## src/rtl/painterengine_gpu_pkg.sv

```systemverilog
// Shared types and arithmetic for the GPU blend pipe.
// Holds the blend-mode enum, channel-order constants and the normalised multiply.
package painterengine_gpu_pkg;

    typedef enum logic [1:0] {
        BLEND_OVER     = 2'd0,
        BLEND_MULTIPLY = 2'd1,
        BLEND_ADD      = 2'd2,
        BLEND_COPY     = 2'd3
    } blend_mode_t;

    localparam logic BLENDER_ARGB_MODE_XXXA = 1'b0;
    localparam logic BLENDER_ARGB_MODE_AXXX = 1'b1;

    // round(x*y/(2^cw-1)) without a divider; exact for cw = 8.
    // 32-bit intermediate covers the 2*cw+1 bits needed for cw <= 15.
    function automatic logic [31:0] mul_norm(
        input logic [31:0] x,
        input logic [31:0] y,
        input int          cw
    );
        logic [31:0] t;
        t = x * y + (32'd1 << (cw - 1));
        return (t + (t >> cw)) >> cw;
    endfunction

endpackage

```

## src/rtl/painterengine_gpu_blend_pipe_if.sv

```systemverilog
// Pixel stream bundle: source/destination inputs, per-pixel controls, output.
// master = stream producer/consumer side, slave = blend pipe side.
interface painterengine_gpu_blend_pipe_if #(
    parameter int CW = 8
);
    localparam int PW = 4 * CW;

    logic          i_wire_argb_mode;
    logic [1:0]    i_wire_mode;
    logic [PW-1:0] i_wire_blend;
    logic [PW-1:0] i_wire_data1_in;
    logic          i_wire_valid1;
    logic          o_wire_ready1;
    logic [PW-1:0] i_wire_data2_in;
    logic          i_wire_valid2;
    logic          o_wire_ready2;
    logic [PW-1:0] o_wire_data_out;
    logic          o_wire_data_valid;
    logic          i_wire_out_ready;

    modport master (
        output i_wire_argb_mode, i_wire_mode, i_wire_blend,
        output i_wire_data1_in, i_wire_valid1,
        output i_wire_data2_in, i_wire_valid2,
        output i_wire_out_ready,
        input  o_wire_ready1, o_wire_ready2,
        input  o_wire_data_out, o_wire_data_valid
    );

    modport slave (
        input  i_wire_argb_mode, i_wire_mode, i_wire_blend,
        input  i_wire_data1_in, i_wire_valid1,
        input  i_wire_data2_in, i_wire_valid2,
        input  i_wire_out_ready,
        output o_wire_ready1, o_wire_ready2,
        output o_wire_data_out, o_wire_data_valid
    );

endinterface

```

## src/rtl/painterengine_gpu_blend_lane.sv

```systemverilog
// One colour channel: stage-2 mode arithmetic register and stage-3 saturation.
// Ports: clock/reset, stage enable, mode, c1' / sa / c2 in, saturated channel out.
module painterengine_gpu_blend_lane
    import painterengine_gpu_pkg::*;
#(
    parameter int CW = 8
) (
    input  logic          i_wire_clock,
    input  logic          i_wire_resetn,
    input  logic          i_wire_en,
    input  blend_mode_t   i_wire_mode,
    input  logic [CW-1:0] i_wire_c1p,
    input  logic [CW-1:0] i_wire_sa,
    input  logic [CW-1:0] i_wire_c2,
    output logic [CW-1:0] o_wire_sat
);

    localparam logic [CW-1:0] MAX = '1;

    function automatic logic [CW-1:0] nmul(
        input logic [CW-1:0] x,
        input logic [CW-1:0] y
    );
        return CW'(mul_norm(32'(x), 32'(y), CW));
    endfunction

    logic [CW:0] sum_d;
    logic [CW:0] sum_q;

    always_comb begin
        sum_d = '0;
        unique case (i_wire_mode)
            BLEND_OVER:
                sum_d = {1'b0, nmul(i_wire_c1p, i_wire_sa)}
                      + {1'b0, nmul(i_wire_c2, MAX - i_wire_sa)};
            BLEND_MULTIPLY:
                sum_d = {1'b0, nmul(i_wire_c1p, i_wire_c2)};
            BLEND_ADD:
                sum_d = {1'b0, i_wire_c2}
                      + {1'b0, nmul(i_wire_c1p, i_wire_sa)};
            default:
                sum_d = '0;
        endcase
    end

    always_ff @(posedge i_wire_clock or negedge i_wire_resetn) begin
        if (!i_wire_resetn) begin
            sum_q <= '0;
        end else if (i_wire_en) begin
            sum_q <= sum_d;
        end
    end

    assign o_wire_sat = sum_q[CW] ? MAX : sum_q[CW-1:0];

endmodule

```

## src/rtl/painterengine_gpu_blend_pipe.sv

```systemverilog
// Joins source/destination pixel streams and blends them in a 3-stage stallable pipe.
// Ports: i_wire_clock, i_wire_resetn, bus (slave). Option: PAINTERENGINE_GPU_BLEND_SKID_EN.
module painterengine_gpu_blend_pipe
    import painterengine_gpu_pkg::*;
#(
    parameter int CW           = 8,
    parameter int ORDER_SEL_EN = 1
) (
    input  logic                           i_wire_clock,
    input  logic                           i_wire_resetn,
    painterengine_gpu_blend_pipe_if.slave  bus
);

    localparam int PW = 4 * CW;
    localparam logic [CW-1:0] MAX = '1;

    function automatic logic [CW-1:0] nmul(
        input logic [CW-1:0] x,
        input logic [CW-1:0] y
    );
        return CW'(mul_norm(32'(x), 32'(y), CW));
    endfunction

    logic en;
    logic accept;
    logic v1, v2, v3;
    logic order_in;

    // Channel index 0 = A, 1 = R, 2 = G, 3 = B.
    logic [CW-1:0] src_ch [4];
    logic [CW-1:0] dst_ch [4];
    logic [CW-1:0] bl_ch  [4];

    assign accept = bus.i_wire_valid1 & bus.i_wire_valid2 & en;
    assign bus.o_wire_ready1 = bus.i_wire_valid2 & en;
    assign bus.o_wire_ready2 = bus.i_wire_valid1 & en;
    assign order_in = (ORDER_SEL_EN != 0) ? bus.i_wire_argb_mode
                                          : BLENDER_ARGB_MODE_AXXX;

    always_comb begin
        for (int i = 0; i < 4; i++) begin
            if (order_in == BLENDER_ARGB_MODE_AXXX) begin
                src_ch[i] = bus.i_wire_data1_in[(3-i)*CW +: CW];
                dst_ch[i] = bus.i_wire_data2_in[(3-i)*CW +: CW];
            end else begin
                src_ch[i] = bus.i_wire_data1_in[i*CW +: CW];
                dst_ch[i] = bus.i_wire_data2_in[i*CW +: CW];
            end
            bl_ch[i] = bus.i_wire_blend[(3-i)*CW +: CW];
        end
    end

    // Stage 1: blend-colour scaling.
    logic [CW-1:0] s1_sa, s1_a1, s1_a2;
    logic [CW-1:0] s1_c1p [3];
    logic [CW-1:0] s1_c2  [3];
    blend_mode_t   s1_mode;
    logic          s1_order;
    logic [PW-1:0] s1_raw;

    always_ff @(posedge i_wire_clock or negedge i_wire_resetn) begin
        if (!i_wire_resetn) begin
            v1       <= 1'b0;
            s1_sa    <= '0;
            s1_a1    <= '0;
            s1_a2    <= '0;
            s1_mode  <= BLEND_OVER;
            s1_order <= 1'b0;
            s1_raw   <= '0;
            for (int j = 0; j < 3; j++) begin
                s1_c1p[j] <= '0;
                s1_c2[j]  <= '0;
            end
        end else if (en) begin
            v1 <= accept;
            if (accept) begin
                s1_sa    <= nmul(src_ch[0], bl_ch[0]);
                s1_a1    <= src_ch[0];
                s1_a2    <= dst_ch[0];
                s1_mode  <= blend_mode_t'(bus.i_wire_mode);
                s1_order <= order_in;
                s1_raw   <= bus.i_wire_data1_in;
                for (int j = 0; j < 3; j++) begin
                    s1_c1p[j] <= nmul(src_ch[j+1], bl_ch[j+1]);
                    s1_c2[j]  <= dst_ch[j+1];
                end
            end
        end
    end

    // Stage 2: colour lanes plus inline alpha.
    logic [CW-1:0] lane_sat [3];
    logic [CW:0]   a_sum_d;
    logic [CW:0]   s2_asum;
    logic          s2_copy;
    logic          s2_order;
    logic [PW-1:0] s2_raw;

    for (genvar g = 0; g < 3; g++) begin : g_lane
        painterengine_gpu_blend_lane #(.CW(CW)) u_lane (
            .i_wire_clock  (i_wire_clock),
            .i_wire_resetn (i_wire_resetn),
            .i_wire_en     (en),
            .i_wire_mode   (s1_mode),
            .i_wire_c1p    (s1_c1p[g]),
            .i_wire_sa     (s1_sa),
            .i_wire_c2     (s1_c2[g]),
            .o_wire_sat    (lane_sat[g])
        );
    end

    always_comb begin
        a_sum_d = '0;
        unique case (s1_mode)
            BLEND_OVER:
                a_sum_d = {1'b0, s1_sa} + {1'b0, nmul(s1_a2, MAX - s1_sa)};
            BLEND_MULTIPLY:
                a_sum_d = {1'b0, nmul(s1_a1, s1_a2)};
            BLEND_ADD:
                a_sum_d = {1'b0, s1_a2} + {1'b0, s1_sa};
            default:
                a_sum_d = '0;
        endcase
    end

    always_ff @(posedge i_wire_clock or negedge i_wire_resetn) begin
        if (!i_wire_resetn) begin
            v2       <= 1'b0;
            s2_asum  <= '0;
            s2_copy  <= 1'b0;
            s2_order <= 1'b0;
            s2_raw   <= '0;
        end else if (en) begin
            v2       <= v1;
            s2_asum  <= a_sum_d;
            s2_copy  <= (s1_mode == BLEND_COPY);
            s2_order <= s1_order;
            s2_raw   <= s1_raw;
        end
    end

    // Stage 3: saturate and repack in the pixel's own order.
    logic [CW-1:0] a_sat;
    logic [PW-1:0] packed_px;
    logic [PW-1:0] s3_data;

    assign a_sat = s2_asum[CW] ? MAX : s2_asum[CW-1:0];
    assign packed_px = (s2_order == BLENDER_ARGB_MODE_AXXX)
        ? {a_sat, lane_sat[0], lane_sat[1], lane_sat[2]}
        : {lane_sat[2], lane_sat[1], lane_sat[0], a_sat};

    always_ff @(posedge i_wire_clock or negedge i_wire_resetn) begin
        if (!i_wire_resetn) begin
            v3      <= 1'b0;
            s3_data <= '0;
        end else if (en) begin
            v3      <= v2;
            s3_data <= s2_copy ? s2_raw : packed_px;
        end
    end

`ifdef PAINTERENGINE_GPU_BLEND_SKID_EN
    // 2-entry skid: stage 3 drains into it whenever it has room, so the
    // input readies never see i_wire_out_ready combinationally.
    logic [PW-1:0] sk_mem [2];
    logic          sk_wp, sk_rp;
    logic [1:0]    sk_cnt;
    logic          sk_push, sk_pop;

    assign en      = (sk_cnt != 2'd2);
    assign sk_push = v3 & en;
    assign sk_pop  = (sk_cnt != 2'd0) & bus.i_wire_out_ready;

    always_ff @(posedge i_wire_clock or negedge i_wire_resetn) begin
        if (!i_wire_resetn) begin
            sk_wp     <= 1'b0;
            sk_rp     <= 1'b0;
            sk_cnt    <= 2'd0;
            sk_mem[0] <= '0;
            sk_mem[1] <= '0;
        end else begin
            if (sk_push) begin
                sk_mem[sk_wp] <= s3_data;
                sk_wp         <= ~sk_wp;
            end
            if (sk_pop) begin
                sk_rp <= ~sk_rp;
            end
            sk_cnt <= sk_cnt + {1'b0, sk_push} - {1'b0, sk_pop};
        end
    end

    assign bus.o_wire_data_valid = (sk_cnt != 2'd0);
    assign bus.o_wire_data_out   = sk_mem[sk_rp];
`else
    assign en = ~v3 | bus.i_wire_out_ready;
    assign bus.o_wire_data_valid = v3;
    assign bus.o_wire_data_out   = s3_data;
`endif

endmodule

```

## src/flat_wrapper.sv

```systemverilog
// flat-port wrapper written by rule: the top's interface ports become plain ports
module painterengine_gpu_blend_pipe_flat import painterengine_gpu_pkg::*;
#(
    parameter int CW           = 8,
    parameter int ORDER_SEL_EN = 1
)
  (i_wire_clock, i_wire_resetn, bus_i_wire_argb_mode, bus_i_wire_mode, bus_i_wire_blend, bus_i_wire_data1_in, bus_i_wire_valid1, bus_i_wire_data2_in, bus_i_wire_valid2, bus_i_wire_out_ready, bus_o_wire_ready1, bus_o_wire_ready2, bus_o_wire_data_out, bus_o_wire_data_valid);
  painterengine_gpu_blend_pipe_if #(.CW(CW)) bus_i ();
  input  logic i_wire_clock;
  input  logic i_wire_resetn;
  input wire logic [$bits(bus_i.i_wire_argb_mode)-1:0] bus_i_wire_argb_mode;
  input wire logic [$bits(bus_i.i_wire_mode)-1:0] bus_i_wire_mode;
  input wire logic [$bits(bus_i.i_wire_blend)-1:0] bus_i_wire_blend;
  input wire logic [$bits(bus_i.i_wire_data1_in)-1:0] bus_i_wire_data1_in;
  input wire logic [$bits(bus_i.i_wire_valid1)-1:0] bus_i_wire_valid1;
  input wire logic [$bits(bus_i.i_wire_data2_in)-1:0] bus_i_wire_data2_in;
  input wire logic [$bits(bus_i.i_wire_valid2)-1:0] bus_i_wire_valid2;
  input wire logic [$bits(bus_i.i_wire_out_ready)-1:0] bus_i_wire_out_ready;
  output wire logic [$bits(bus_i.o_wire_ready1)-1:0] bus_o_wire_ready1;
  output wire logic [$bits(bus_i.o_wire_ready2)-1:0] bus_o_wire_ready2;
  output wire logic [$bits(bus_i.o_wire_data_out)-1:0] bus_o_wire_data_out;
  output wire logic [$bits(bus_i.o_wire_data_valid)-1:0] bus_o_wire_data_valid;
  assign bus_i.i_wire_argb_mode = bus_i_wire_argb_mode;
  assign bus_i.i_wire_mode = bus_i_wire_mode;
  assign bus_i.i_wire_blend = bus_i_wire_blend;
  assign bus_i.i_wire_data1_in = bus_i_wire_data1_in;
  assign bus_i.i_wire_valid1 = bus_i_wire_valid1;
  assign bus_i.i_wire_data2_in = bus_i_wire_data2_in;
  assign bus_i.i_wire_valid2 = bus_i_wire_valid2;
  assign bus_i.i_wire_out_ready = bus_i_wire_out_ready;
  assign bus_o_wire_ready1 = bus_i.o_wire_ready1;
  assign bus_o_wire_ready2 = bus_i.o_wire_ready2;
  assign bus_o_wire_data_out = bus_i.o_wire_data_out;
  assign bus_o_wire_data_valid = bus_i.o_wire_data_valid;
  painterengine_gpu_blend_pipe #(.CW(CW), .ORDER_SEL_EN(ORDER_SEL_EN)) u_core (.i_wire_clock(i_wire_clock), .i_wire_resetn(i_wire_resetn), .bus(bus_i));
endmodule
```

## config.mk

```make
export PLATFORM = sky130hd
export DESIGN_NAME = painterengine_gpu_blend_pipe_flat
export DESIGN_NICKNAME = d
export VERILOG_FILES = /design/src/rtl/painterengine_gpu_pkg.sv /design/src/rtl/painterengine_gpu_blend_pipe_if.sv /design/src/rtl/painterengine_gpu_blend_lane.sv /design/src/rtl/painterengine_gpu_blend_pipe.sv /design/src/flat_wrapper.sv
export SDC_FILE = /design/constraint.sdc
export NUM_CORES = 2
export LEC_CHECK = 0
export CORE_AREA = 2 2 286 288
export DETAILED_ROUTE_END_ITERATION = 7
export DIE_AREA = 0 0 288 290
export DONT_BUFFER_PORTS = 1
export PLACE_DENSITY = 0.75
export RECOVER_POWER = 100
export SLEW_MARGIN = 20
export SYNTH_ARGS = -nofsm -noshare
export SYNTH_HDL_FRONTEND = slang
export SYNTH_SLANG_ARGS = --single-unit
```

## constraint.sdc

```tcl
create_clock -name i_wire_clock -period 13.9 [get_ports i_wire_clock]
set_input_delay 1.39 -clock i_wire_clock [delete_from_list [all_inputs] [get_ports i_wire_clock]]
set_output_delay 1.39 -clock i_wire_clock [all_outputs]
set_load 0.005 [all_outputs]
```

==> flow_summary.ini <==
[setup_path]
cpMaxStageDelayCell = clkbuf_1
timing.rr.start = u_core.s1_sa[2]
crit_start = u_core.s1_sa[2]
cpMostUsedCell = a21oi_1
slowest_delay_ns = 2.17
cp.required_ns = 14.35
rrSetupSlack_ns = 3.12
critical_path_peak_fanout = 59
arrival_ns = 11.24
worst_setup_path_end_kind = register
critPathLaunchType = register
path_class = register to register

[placement]
post_dp_cell_area_sq_mm = 0.0489
place.gp.congestion = 0.920
dp_hpwl_mm = 92.1
dp_cells = 6443
port-buffer-count = 0

[sta]
fin_crit_sh_pct = 77.6
max_freq_ghz = 0.0927
setup-violations-final = 0
fin_crit_ns = 10.78
finalMaxSlewViolations = 393
skew_ns = 0.0172
max_slew_margin_pct = -288
tns_ns = 0
rsz0062_at_grt = no
tightest_slew_ns = 5.83
finalHoldViolCount = 0

[cells_and_area]
layout_commonest_cell = inv_1
syn_to_final_growth_pct = 3.84
layout_common_cells = 880 x inv_1, 790 x ha_1, 585 x nand2_1
fin_nets = 6867
seqCellArea_sq_mm = 0.00532
nFillCells = 6918
finalNonFillerCells = 6497
postLayoutCellArea_sq_mm = 0.0499
multi_input_area_sq_mm = 0.0387
drive_gt1_share_pct = 3.42

[clock_network]
clk_latency_ns = 0.62
clk_path_buf_depth = 3
htreeDepth = 1
path_clk_slew_ns = 0.07
cts_tree = done
ctsHoldBuffers = 0
root_buffer = clkbuf_16
cts_setup_buffers = 0
numCtsBuffers = 29
cts.sinks = 212
ctsResizeCount = 0

[global_routing]
grt_remaining_overflow = 0
antenna_found_initial = 3
grt_max_degree = 213
grt_pass1_vias = 37993
grt.total_usage_pct = 29.1
grt_pass1_wl_mm = 198

[floorplanning]
rows = 104
initial_core_util_pct = 59.9
die_y_um = 290
die_w_um = 288
coreArea_sq_mm = 0.0802
io_pins = 139
die-area_sq_mm = 0.0835

[min_path]
hold_start = u_core.s2_raw[12]
hold_path.class = register to register

[drt]
antenna_left = 0
routed_wl_mm = 118
wl_per_cell_um = 18.1
first_pass_iters = 5
drt_iter0_markers = 2515
drc = 0
vias_per_cell = 5.69
vias = 36972

[synthesis]
synth-xor-area-share_pct = 5.20
ys_ff_latch = 212
ys_seq_area_share_pct = 11.0
muxShareOfSynthArea_pct = 2.49
async_flop_share_pct = 100
synthFlopType = dfrtp_1
synth_fa_ha_area_share_pct = 43.9
syn_nets = 7002
synth_compound_area_share_pct = 10.5
syn_area_per_cell_sq_um = 8.65
synth_top_family_by_area = adder cells
yosysWarnings = 0
yosys.area_share.simple_pct = 18.4
synth-edff-count = 0
syn_inst = 5549
synth_cell_types = 89
netlist_area_sq_mm = 0.0480

[run_status]
violations = capacitance limit, slew limit
outcome = finished, violations left

[flow_run]
maxCapViolations = 5
## cell usage after synthesis, types with 9 or more instances
cell | instances | share of area, %
xnor2_1 | 167 | 3.0
or3_1 | 16 | 0.21
mux2i_1 | 44 | 0.92
inv_1 | 880 | 6.9
o21bai_1 | 32 | 0.50
a21oi_1 | 225 | 2.3
dfrtp_1 | 212 | 11
a22oi_1 | 12 | 0.19
o31ai_1 | 13 | 0.20
nand4_1 | 15 | 0.20
ha_1 | 790 | 21
mux2_2 | 67 | 1.6
clkbuf_1 | 177 | 1.4
o21a_1 | 30 | 0.47
and3_1 | 24 | 0.31
a211o_1 | 10 | 0.18
nor3_1 | 80 | 0.83
a221oi_1 | 9 | 0.16
o221ai_1 | 9 | 0.16
nand2_1 | 585 | 4.6
nor2_1 | 210 | 1.6
a21o_1 | 87 | 1.4
fa_1 | 559 | 23
nor2b_1 | 249 | 3.2
nand2b_1 | 91 | 1.2
and2_1 | 376 | 4.9
xor2_1 | 113 | 2.1
a211oi_1 | 48 | 0.75
nor4_1 | 13 | 0.17
o211ai_1 | 27 | 0.42
buf_1 | 16 | 0.13
o21ai_0 | 168 | 1.8
a31oi_1 | 10 | 0.13
nand3_1 | 46 | 0.48
## layer usage
metal	global-route usage [%]	vias to the layer above	wire, um
li1	-	17626	-
met1	41.6	18154	53200
met2	46.8	1046	53200
met3	3.99	146	8490
met4	6.57	0	2860
met5	0	-	0
## cell families after synthesis
| logic type | after synthesis |
|---|---|
| AND/OR/NAND/NOR | 1744 |
| flip-flops | 212 |
| multiplexers | 111 |
| XOR/XNOR | 282 |
| adder cells (fa/ha/maj) | 1351 |
| buffers and inverters | 1076 |
| AO/OA/AOI/OAI | 773 |
## metrics by stage
step	util, %	hold WS, ns	setup WS (ns)
floorplan	-	0.430	5.80
global placement	61.0	0.441	5.25
detailed placement	61.0	0.451	5.04
CTS	62.3	0.447	5.02
global route	62.2	0.453	2.24
finish	62.2	0.467	3.12
## path summary, 6_finish.rpt
| path | end | cells past startpoint |
|---|---|---|
| setup / recovery | u_core.g_lane[1].u_lane.sum_q[7] | 35 |
| hold / removal | u_core.s2_raw[12] | 2 |
| setup reg to reg | u_core.g_lane[1].u_lane.sum_q[7] | 35 |
| hold reg to reg | u_core.s2_raw[12] | 2 |
| max in group asynchronous | u_core.s1_sa[5] | 0 |
| min in group asynchronous | u_core.s1_raw[18] | 0 |
## state kept, by name, indices dropped and copies added, names as in the netlist, 9 cells and up
register / count
u_core.s1_raw: 32
u_core.s2_raw: 32
u_core.s2_asum: 9
u_core.bus.o_wire_data_out: 32
u_core.g_lane.u_lane.sum_q: 27
u_core.s1_c1p: 24
u_core.s1_c2: 24
## layout make-up
type | instances | area share, %
diodes | 1 | 0.00502
clock buffers | 29 | 1.46
clock inverters | 24 | 0.652
inverters | 881 | 6.63
multi-input cells | 4261 | 77.5
flip-flops and latches | 212 | 10.7
well taps | 1060 | 2.66
repair buffers | 29 | 0.406
## critical path: cells and delay by family (launching register included)
family | cells | cell delay, ns
compound gates | 17 | 3.51
xor+xnor | 3 | 0.75
fa+ha+maj | 7 | 2.89
buf+inv | 5 | 2.47
flops | 1 | 0.34
simple gates | 3 | 0.56
Power is left out: the tool's default activity adds up to more than one toggle a clock period on the data nets, which glitch-free logic cannot reach.
